### src/rtl/stream_mux_pkg.sv
// Shared constants for the 2:1 stream merger and its companion 1x2 demux.
// SEL_CHn values match the demux select encoding so out_sel can drive it directly.
package stream_mux_pkg;
    localparam logic SEL_CH0          = 1'b0;
    localparam logic SEL_CH1          = 1'b1;
    localparam int   STREAM_W_DEFAULT = 8;
endpackage

### src/rtl/stream_mux_2x1_rr_arb_2.sv
// Purpose: 2-request arbiter, round-robin by default, fixed ch0 priority with STREAM_MUX_FIXED_PRIO_EN.
// Latency: combinational grant; the last-winner state updates on the edge where accept is high.
// Backpressure: none internally; the caller only asserts accept when the grant is actually taken.
module rr_arb_2
    import stream_mux_pkg::*;
(
    input  logic       clk,
    input  logic       rst_n,
    input  logic [1:0] req,
    input  logic       accept,
    output logic [1:0] gnt,
    output logic       gnt_idx
);

`ifdef STREAM_MUX_FIXED_PRIO_EN
    logic w_unused;
    assign w_unused = &{1'b0, clk, rst_n, accept};

    always_comb begin
        gnt     = 2'b00;
        gnt_idx = SEL_CH0;
        if (req[0]) begin
            gnt     = 2'b01;
            gnt_idx = SEL_CH0;
        end else if (req[1]) begin
            gnt     = 2'b10;
            gnt_idx = SEL_CH1;
        end
    end
`else
    // Reset to ch1 so ch0 wins the first contention.
    logic r_last;

    always_ff @(posedge clk) begin
        if (!rst_n) begin
            r_last <= SEL_CH1;
        end else if (accept) begin
            r_last <= gnt_idx;
        end
    end

    always_comb begin
        gnt     = 2'b00;
        gnt_idx = SEL_CH0;
        case (req)
            2'b01: begin
                gnt     = 2'b01;
                gnt_idx = SEL_CH0;
            end
            2'b10: begin
                gnt     = 2'b10;
                gnt_idx = SEL_CH1;
            end
            2'b11: begin
                if (r_last == SEL_CH1) begin
                    gnt     = 2'b01;
                    gnt_idx = SEL_CH0;
                end else begin
                    gnt     = 2'b10;
                    gnt_idx = SEL_CH1;
                end
            end
            default: begin
                gnt     = 2'b00;
                gnt_idx = SEL_CH0;
            end
        endcase
    end
`endif

endmodule

### src/rtl/stream_mux_2x1.sv
// Purpose: merge two valid/ready streams onto one registered stream tagged with source index (STREAM_MUX_FIXED_PRIO_EN selects fixed priority).
// Latency: 1 cycle from input accept to out_*; sustains 1 word/cycle with simultaneous drain and load.
// Backpressure: out_ready low with a held word drops both in*_ready until the word drains.
module stream_mux_2x1
    import stream_mux_pkg::*;
#(
    parameter int WIDTH = STREAM_W_DEFAULT
) (
    input  logic             clk,
    input  logic             rst_n,
    input  logic             in0_valid,
    output logic             in0_ready,
    input  logic [WIDTH-1:0] in0_data,
    input  logic             in1_valid,
    output logic             in1_ready,
    input  logic [WIDTH-1:0] in1_data,
    output logic             out_valid,
    input  logic             out_ready,
    output logic [WIDTH-1:0] out_data,
    output logic             out_sel
);

    logic             r_out_valid;
    logic [WIDTH-1:0] r_out_data;
    logic             r_out_sel;

    logic       w_load;
    logic [1:0] w_gnt;
    logic       w_gnt_idx;
    logic       w_accept;

    assign w_load    = ~r_out_valid | out_ready;
    assign in0_ready = w_load & w_gnt[0] & rst_n;
    assign in1_ready = w_load & w_gnt[1] & rst_n;
    assign w_accept  = (in0_ready & in0_valid) | (in1_ready & in1_valid);

    rr_arb_2 u_arb (
        .clk     (clk),
        .rst_n   (rst_n),
        .req     ({in1_valid, in0_valid}),
        .accept  (w_accept),
        .gnt     (w_gnt),
        .gnt_idx (w_gnt_idx)
    );

    // A new accept takes priority over draining, so drain+load in one cycle leaves no bubble.
    always_ff @(posedge clk) begin
        if (!rst_n) begin
            r_out_valid <= 1'b0;
            r_out_data  <= '0;
            r_out_sel   <= SEL_CH0;
        end else if (w_accept) begin
            r_out_valid <= 1'b1;
            r_out_data  <= (w_gnt_idx == SEL_CH1) ? in1_data : in0_data;
            r_out_sel   <= w_gnt_idx;
        end else if (out_ready) begin
            r_out_valid <= 1'b0;
        end
    end

    assign out_valid = r_out_valid;
    assign out_data  = r_out_data;
    assign out_sel   = r_out_sel;

endmodule
### config.mk
export PLATFORM = sky130hd
export DESIGN_NAME = stream_mux_2x1
export DESIGN_NICKNAME = d
export VERILOG_FILES = /design/src/rtl/stream_mux_pkg.sv /design/src/rtl/stream_mux_2x1_rr_arb_2.sv /design/src/rtl/stream_mux_2x1.sv
export SDC_FILE = /design/constraint.sdc
export NUM_CORES = 1
export LEC_CHECK = 0
export ABC_AREA = 1
export CORE_MARGIN = 2
export CORE_UTILIZATION = 40
export CTS_CLUSTER_DIAMETER = 50
export DETAILED_ROUTE_END_ITERATION = 10
export GPL_ROUTABILITY_DRIVEN = 0
export PLACE_DENSITY = 0.82
export SLEW_MARGIN = 25
export SYNTH_ARGS = -nofsm -noshare
export SYNTH_HDL_FRONTEND = slang
export SYNTH_SLANG_ARGS = --single-unit
### constraint.sdc
create_clock -name clk -period 1.91 [get_ports clk]
set_clock_uncertainty 0.1 [all_clocks]
set_input_delay 0.573 -clock clk [delete_from_list [all_inputs] [get_ports clk]]
set_output_delay 0.573 -clock clk [all_outputs]
set_load 0.02 [all_outputs]
==> impl_metrics.csv <==
group,metric,value,unit
clock_tree,clockBufferDepth,2,
grt,grt_overflow,0,
routing,wirelength,1650,um
hold_path,hold_depth,2,
timing,setup_tns,0,ns
grt,antenna_found_initial,0,
critical_path,worstPathRequired,1.24,ns
final_layout,antenna-diode-count,0,
run,drv_cap,0,
status,status,"complete, no violations",
grt,grtUsageTotal,19.3,%
placed_design,dp_hpwl,1150,um
power_and_ir_drop,power_density,608,nW/um^2
timing,fin_crit_sh,97.3,%
routing,routed_via_density,4.64,
critical_path,slowest_stage,"clkdlybuf4s50_1",
critical_path,path_buf_inv,1,
final_layout,layout.nets,160,
floorplanning,num_rows,14,
routing,drtAntennaViolNets,0,
floorplanning,die-area,1860,sq um
yosys,synth_top_area_cell,"dfxtp_1",
yosys,synth.net_count,118,
yosys,synth_area,611,sq um
timing,hold_viol,0,
clock_tree,cts_tree,"yes",
yosys,ys_seq_elements,11,
routing,drt_iter0_drc,10,
yosys,synth_top_area_share,36.1,%
floorplanning,initial_core_util,41.5,%
routing,drc,0,
timing,holdWs,0.376,ns
grt,grt_pass1_vias,658,
critical_path,cp_top_family,"buffers and inverters",
routing,vias,715,
yosys,synth_area_leaders,"dfxtp_1, nand2_1, nor2_1",
power_and_ir_drop,p_leak,0.604,nW
clock_tree,clk_pin_slew,0.07,ns
critical_path,crit_chain,"clkdlybuf4s50_1",
timing,finalMaxSlewViolations,0,
timing,relSlewSlack,73.5,%
yosys,synth.yosys.warnings,0,
routing,drtPass1Iterations,4,
critical_path,crit_arrival,1.19,ns
critical_path,cp-end-kind,"output port",
final_layout,final_layout_size_suffix_gt1_share,17.4,%
clock_tree,hold_buffers,0,
yosys,ys_types,11,
timing,setup_viol,0,
yosys,ys_seq_area_share,36.1,%
power_and_ir_drop,ir_drop,427,uV
yosys,syn_avg_cell_area,6.29,sq um
timing,period_needed,1.86,ns
timing,max_freq,0.538,GHz
floorplanning,die_height,43.1,um
critical_path,cp.depth,1,
clock_tree,root_buffer,"clkbuf_4",
critical_path,startpoint_type,"flip-flop",
clock_tree,clock_latency,0.26,ns
hold_path,holdCritPathClass,"flip-flop to flip-flop",
floorplanning,fp.dieW,43.1,um
yosys,netlist_instances,97,
timing,rsz0062_at_grt,"no",
final_layout,finish.instance_area,1040,sq um
final_layout,syn_to_final_growth,70.5,%
critical_path,worstSetupPathType,"flip-flop to output port",
clock_tree,htree_levels,1,
grt,grt_pass1_wl,2700,um
clock_tree,cts.sinks,11,
timing,tightest_slew,0.397,ns
routing,post_drt_wl_per_cell,10.7,um
floorplanning,pin_count,33,
floorplanning,core,1470,sq um
critical_path,cp_max_fo,2,
critical_path,r2r_cells,7,
placed_design,place_area,973,sq um
clock_tree,numCtsBuffers,3,
critical_path,reg2reg_slack,0.44,ns
grt,grt_max_degree,17,
placed_design,io_buffers,32,
critical_path,cp_slowest_stage_delay,0.60,ns
final cells by class:
cell class / count / area [sq um]
fillers: 120 / 430
flip-flops and latches: 11 / 220
inverters: 12 / 45.0
well taps: 16 / 20.0
clock buffers: 4 / 26.3
repair buffers: 41 / 393
multi-input cells: 70 / 337
kinds of logic (layout without fill, tap and decap cells):
| group | count (synthesis) | after routing | share of synthesized area (%) |
|---|---|---|---|
| AO/OA/AOI/OAI | 5 | 5 | 6.15 |
| buffers and inverters | 16 | 57 | 13.5 |
| flip-flops | 11 | 11 | 36.1 |
| AND/OR/NAND/NOR | 65 | 65 | 44.3 |
path summary, 6_finish.rpt:
kind | to | from
worst max-delay path | out_data[4] | out_data[4]$_SDFFE_PN0P_
worst min-delay path | out_sel$_SDFFE_PN0P_ | out_sel$_SDFFE_PN0P_
worst max register to register | out_data[5]$_SDFFE_PN0P_ | u_arb.r_last$_SDFFE_PN1P_
worst min register to register | out_sel$_SDFFE_PN0P_ | out_sel$_SDFFE_PN0P_
placed cells by master (no fill, tap or decap):
cell             netlist  routed
o21ai_0                3       2
nand2_2                0       1
buf_2                  0       1
clkdlybuf4s15_1        0       1
a21oi_4                1       1
clkbuf_2               0       1
clkbuf_1               1       1
nand2_1               35      33
buf_6                  3       2
dlymetal6s2s_1         0       6
nor2_4                 0       2
o21ai_2                0       1
a31oi_1                1       1
dfxtp_1               11      11
inv_1                 12      12
clkdlybuf4s50_1        0      19
buf_4                  0       9
clkbuf_4               0       3
nor2_1                19      17
dlygate4sd2_1          0       2
nand3_1                9       9
nand2_4                2       3
sequential cells by signal, indices dropped and copies added, names as in the netlist:
signal	count
out_valid	1
out_sel	1
out_data	8
u_arb.r_last	1
where the power goes:
part           switching (mW)  internal, mW  leakage, nW
sequential             0.0104         0.249       0.0912
combinational           0.110         0.109        0.498
clock                  0.0750        0.0806       0.0150
cell usage after synthesis:
library cell and count:
a21oi_4 1, a31oi_1 1, buf_6 3, clkbuf_1 1, dfxtp_1 11, inv_1 12
nand2_1 35, nand2_4 2, nand3_1 9, nor2_1 19, o21ai_0 3
layer usage:
| layer | up-vias | track usage [%] | share of wire, % |
|---|---|---|---|
| li1 | 375 | - | - |
| met1 | 309 | 20.8 | 38 |
| met2 | 29 | 37.0 | 54 |
| met3 | 2 | 4.26 | 7.7 |
| met4 | 0 | 5.45 | 0.36 |
| met5 | - | 0 | 0 |
metrics by stage:
step | cells | utilization (%) | power [mW] | setup WS (ns)
6_report | 154 | 70.7 | 0.633 | 0.0516
4_1_cts | 153 | 69.8 | 0.635 | 0.00303
5_1_grt | 154 | 70.7 | 0.679 | 0.00103
3_5_place_dp | 149 | 66.2 | 0.476 | -0.790
3_3_place_gp | 149 | 66.2 | 0.471 | -0.759
2_1_floorplan | 97 | - | 0.374 | 0.0344
timing repair:
item	in CTS	in global routing
buffers inserted	0	1
pin swaps	3	3
endpoints found under the setup margin	10	8
gates resized for setup	28	10
(Power assumes the default switching activity.)
==> variant 1: new RTL, config.mk and constraints unchanged <==
The package constant `STREAM_W_DEFAULT` goes from 8 to 9.
--- a/src/rtl/stream_mux_pkg.sv
+++ b/src/rtl/stream_mux_pkg.sv
@@ -3,6 +3,6 @@
 package stream_mux_pkg;
     localparam logic SEL_CH0          = 1'b0;
     localparam logic SEL_CH1          = 1'b1;
-    localparam int   STREAM_W_DEFAULT = 8;
+    localparam int   STREAM_W_DEFAULT = 9;
 endpackage
 
Interface: changed (resized in0_data, in1_data and out_data); port bits go from 33 to 36. The function was not compared with the original's and may differ.
==> variant 1 against the unedited design <==
Sequential share of layout area shrank 1.4 points. Area after synthesis grew 6.8%. Setup slack lost 0.00090 ns. Wire length grew 15%. Sequential cell count grew 1. Non-clock buffer count grew 11. Final area grew 17%. Power grew 19%. Final cell count grew 12%. Largest power group unchanged. Highest routed layer unchanged.
==> variant 1: results <==
export IMPL_drive_gt1_share_pct=21.0
export IMPL_grt_max_degree=19
export IMPL_grt_pass1_wl_um=2990
export IMPL_drt_pass1_iterations=6
export IMPL_wirelength_um=1910
export IMPL_synth_xor_area_share_pct=0
export IMPL_grt_pass1_vias=747
export IMPL_syn_nets=128
export IMPL_num_nonclk_buffers=52
export IMPL_yosysUniqueCellTypes=13
export IMPL_multi_input_area_um2=372
export IMPL_synth_adder_area_share_pct=0
export IMPL_bufAreaShareNonClock_pct=41.5
export IMPL_num_nets_final=181
export IMPL_tightest_slew_ns=0.282
export IMPL_io_buffers=35
export IMPL_clockNetworkAreaShare_pct=2.98
export IMPL_met1_length_um=784
export IMPL_combPwrFrac_pct=35.0
export IMPL_leakagePower_nw=0.750
export IMPL_seqCellArea_um2=240
export IMPL_r2r_start="out_valid"
export IMPL_min_delay_start="out_sel"
export IMPL_use_met3_pct=3.67
export IMPL_max_vdd_ir_drop_uv=404
export IMPL_gr_usage_all_layers_pct=21.1
export IMPL_via_count=812
export IMPL_status="complete, no violations"
export IMPL_multi_input_comb_cells=77
export IMPL_antenna_found_initial=0
export IMPL_routed_wl_met2_um=978
export IMPL_synth_area_leaders="dfxtp_1, nand2_1, nor2_1"
export IMPL_rrSetupSlack_ns=0.36
export IMPL_placed_cell_area_um2=1060
export IMPL_yosysWarningCount=0
export IMPL_pwr_share_clk_pct=27.6
export IMPL_crit_start="in0_valid"
export IMPL_yosysSeqAreaShare_pct=36.9
export IMPL_cp_endpoint="in0_ready"
export IMPL_nFillCells=103
export IMPL_timing_rr_end="out_data[0]"
export IMPL_synth_compound_area_share_pct=5.76
export IMPL_place_hpwl_um=1310
export IMPL_synth_commonest_cells="nand2_1, nor2_1, dfxtp_1, inv_1, nand3_1"
export IMPL_cp_max_fo=4
export IMPL_drt_iter0_markers=17
export IMPL_wl_met3_um=93
export IMPL_pg_comb_uw=265
export IMPL_clockRootBuffer="clkbuf_4"
export IMPL_use_met2_pct=34.4
export IMPL_intPower_uw=525
export IMPL_grt_use_met1_pct=24.1
export IMPL_synth_seq_cells=12
export IMPL_largest_reg_flops=9
export IMPL_rr_worst_depth=10
export IMPL_synthMuxAreaShare_pct=0
-- variant 1: per-stage QoR --
| step | setup slack [ns] | hold slack (ns) | utilization (%) | std cells |
|---|---|---|---|---|
| after floorplan | 0.0332 | 0.389 | - | 105 |
| after global placement | -0.818 | 0.357 | 69.6 | 161 |
| after detailed placement | -0.884 | 0.353 | 69.6 | 161 |
| after CTS | -0.119 | 0.367 | 75.9 | 170 |
| after global routing | 0.00862 | 0.400 | 80.0 | 173 |
| final | 0.0507 | 0.371 | 80.0 | 173 |
-- variant 1: worst max-delay path, stage by stage --
cell and delay (ns):
clkbuf_2 0.12, nand2_4 0.06, nand2_4 0.11, o21ai_4 0.08, nor2_4 0.12, buf_6 0.12
-- variant 1: timing repair --
item / CTS / global route
gates resized for setup: 25 / 16
setup buffers: 5 / 3
setup endpoints to repair: 11 / 21
pin swaps: 3 / 3
==> variant 2: new RTL, same flow settings <==
Made on the original files. Reset style: asynchronous (`rst_n`), changed in 2 clocked blocks.
--- a/src/rtl/stream_mux_2x1_rr_arb_2.sv
+++ b/src/rtl/stream_mux_2x1_rr_arb_2.sv
@@ -31,7 +31,7 @@
     // Reset to ch1 so ch0 wins the first contention.
     logic r_last;
 
-    always_ff @(posedge clk) begin
+    always_ff @(posedge clk or negedge rst_n) begin
         if (!rst_n) begin
             r_last <= SEL_CH1;
         end else if (accept) begin
--- a/src/rtl/stream_mux_2x1.sv
+++ b/src/rtl/stream_mux_2x1.sv
@@ -44,7 +44,7 @@
     );
 
     // A new accept takes priority over draining, so drain+load in one cycle leaves no bubble.
-    always_ff @(posedge clk) begin
+    always_ff @(posedge clk or negedge rst_n) begin
         if (!rst_n) begin
             r_out_valid <= 1'b0;
             r_out_data  <= '0;
Formal check against the unedited RTL: differs if rst_n is asserted again (counterexample within 4 cycles, from zero or initial values and one cycle with rst_n low); with rst_n held inactive, the same outputs for 10 cycles.
==> variant 2 against the unedited design <==
Final area down 1.6%. Synthesized cell count is 14% lower. Sequential cell count unchanged. Final cell count fell by 9.1%. Wire length decreased by 13%. Setup slack got worse by 0.038 ns. Sequential share of layout area increased by 5.8 points. Utilization is 1.1 points lower. Area after synthesis increased by 1.4%. Largest cell class unchanged.
Power is not compared: it rests on default switching activity, and its combinational part moved more than twofold at a synthesized area within 25%.
==> variant 2: results <==
export IMPL_r2r_start="u_arb.r_last"
export IMPL_synth_ff_type="dfrtp_1"
export IMPL_syn_nets=104
export IMPL_cts_resized=30
export IMPL_drt_pass1_iterations=5
export IMPL_grt_use_met1_pct=22.0
export IMPL_detail_route_wl_per_cell_um=10.3
export IMPL_synth_area_leaders="dfrtp_1, nand2_1, nand3_1"
export IMPL_slew_headroom_pct=84.4
export IMPL_via_count=646
export IMPL_met1_length_um=611
export IMPL_hold_class="input pin to asynchronous set/reset pin"
export IMPL_use_met2_pct=27.5
export IMPL_timing_rr_end="out_data[1]"
export IMPL_rrSetupSlack_ns=0.52
export IMPL_crit_arrival_ns=1.22
export IMPL_yosysUniqueCellTypes=13
export IMPL_routed_wl_met2_um=760
export IMPL_synthArstFlopShare_pct=100
export IMPL_grt_pass1_wl_um=2390
export IMPL_drt_iter0_markers=14
export IMPL_wl_met3_um=61
export IMPL_fin_crit_ns=1.90
export IMPL_gr_usage_all_layers_pct=16.7
export IMPL_crit_start="rst_n"
export IMPL_cpPeakStageDelay_ns=0.20
export IMPL_grt_pass1_vias=565
export IMPL_cp_slowest_cell="clkdlybuf4s15_1"
export IMPL_yosysSeqAreaShare_pct=44.6
export IMPL_status="complete, no violations"
export IMPL_synth_commonest_cells="nand2_1, dfrtp_1, nand3_1"
export IMPL_fin_hold_ws_ns=0.255
export IMPL_cp_endpoint="in0_ready"
export IMPL_grt_max_degree=13
export IMPL_post_cts_setup_buffer_count=1
variant 2: cell count changes in the layout (fill, tap and decap cells not counted), sizes merged, moves of 6 or more:
cell   change
nor2      -18
nand2     +15
dfxtp     -11
dfrtp     +10
inv        -6
variant 2: cell type report:
class / instances / area (µm²)
Timing Repair Buffer: 39 / 378
Sequential cell: 11 / 277
Multi-Input combinational cell: 64 / 297
Inverter: 6 / 27.5
Clock buffer: 4 / 26.3
Tap cell: 16 / 20.0
Fill cell: 131 / 447
variant 2: stage by stage:
stage | utilization [%] | cell area (µm²) | std cells
after floorplan | - | 619 | 83
after global placement | 66.3 | 976 | 135
after global routing | 69.6 | 1020 | 140
final | 69.6 | 1020 | 140
after CTS | 69.1 | 1020 | 140
after detailed placement | 66.3 | 976 | 135
variant 2: cells by family after synthesis:
kind of cell	synth area share (%)
AOI/OAI and AO/OA	4.04
DFF	44.6
buffers and inverters	9.09
and+or+nand+nor	42.2
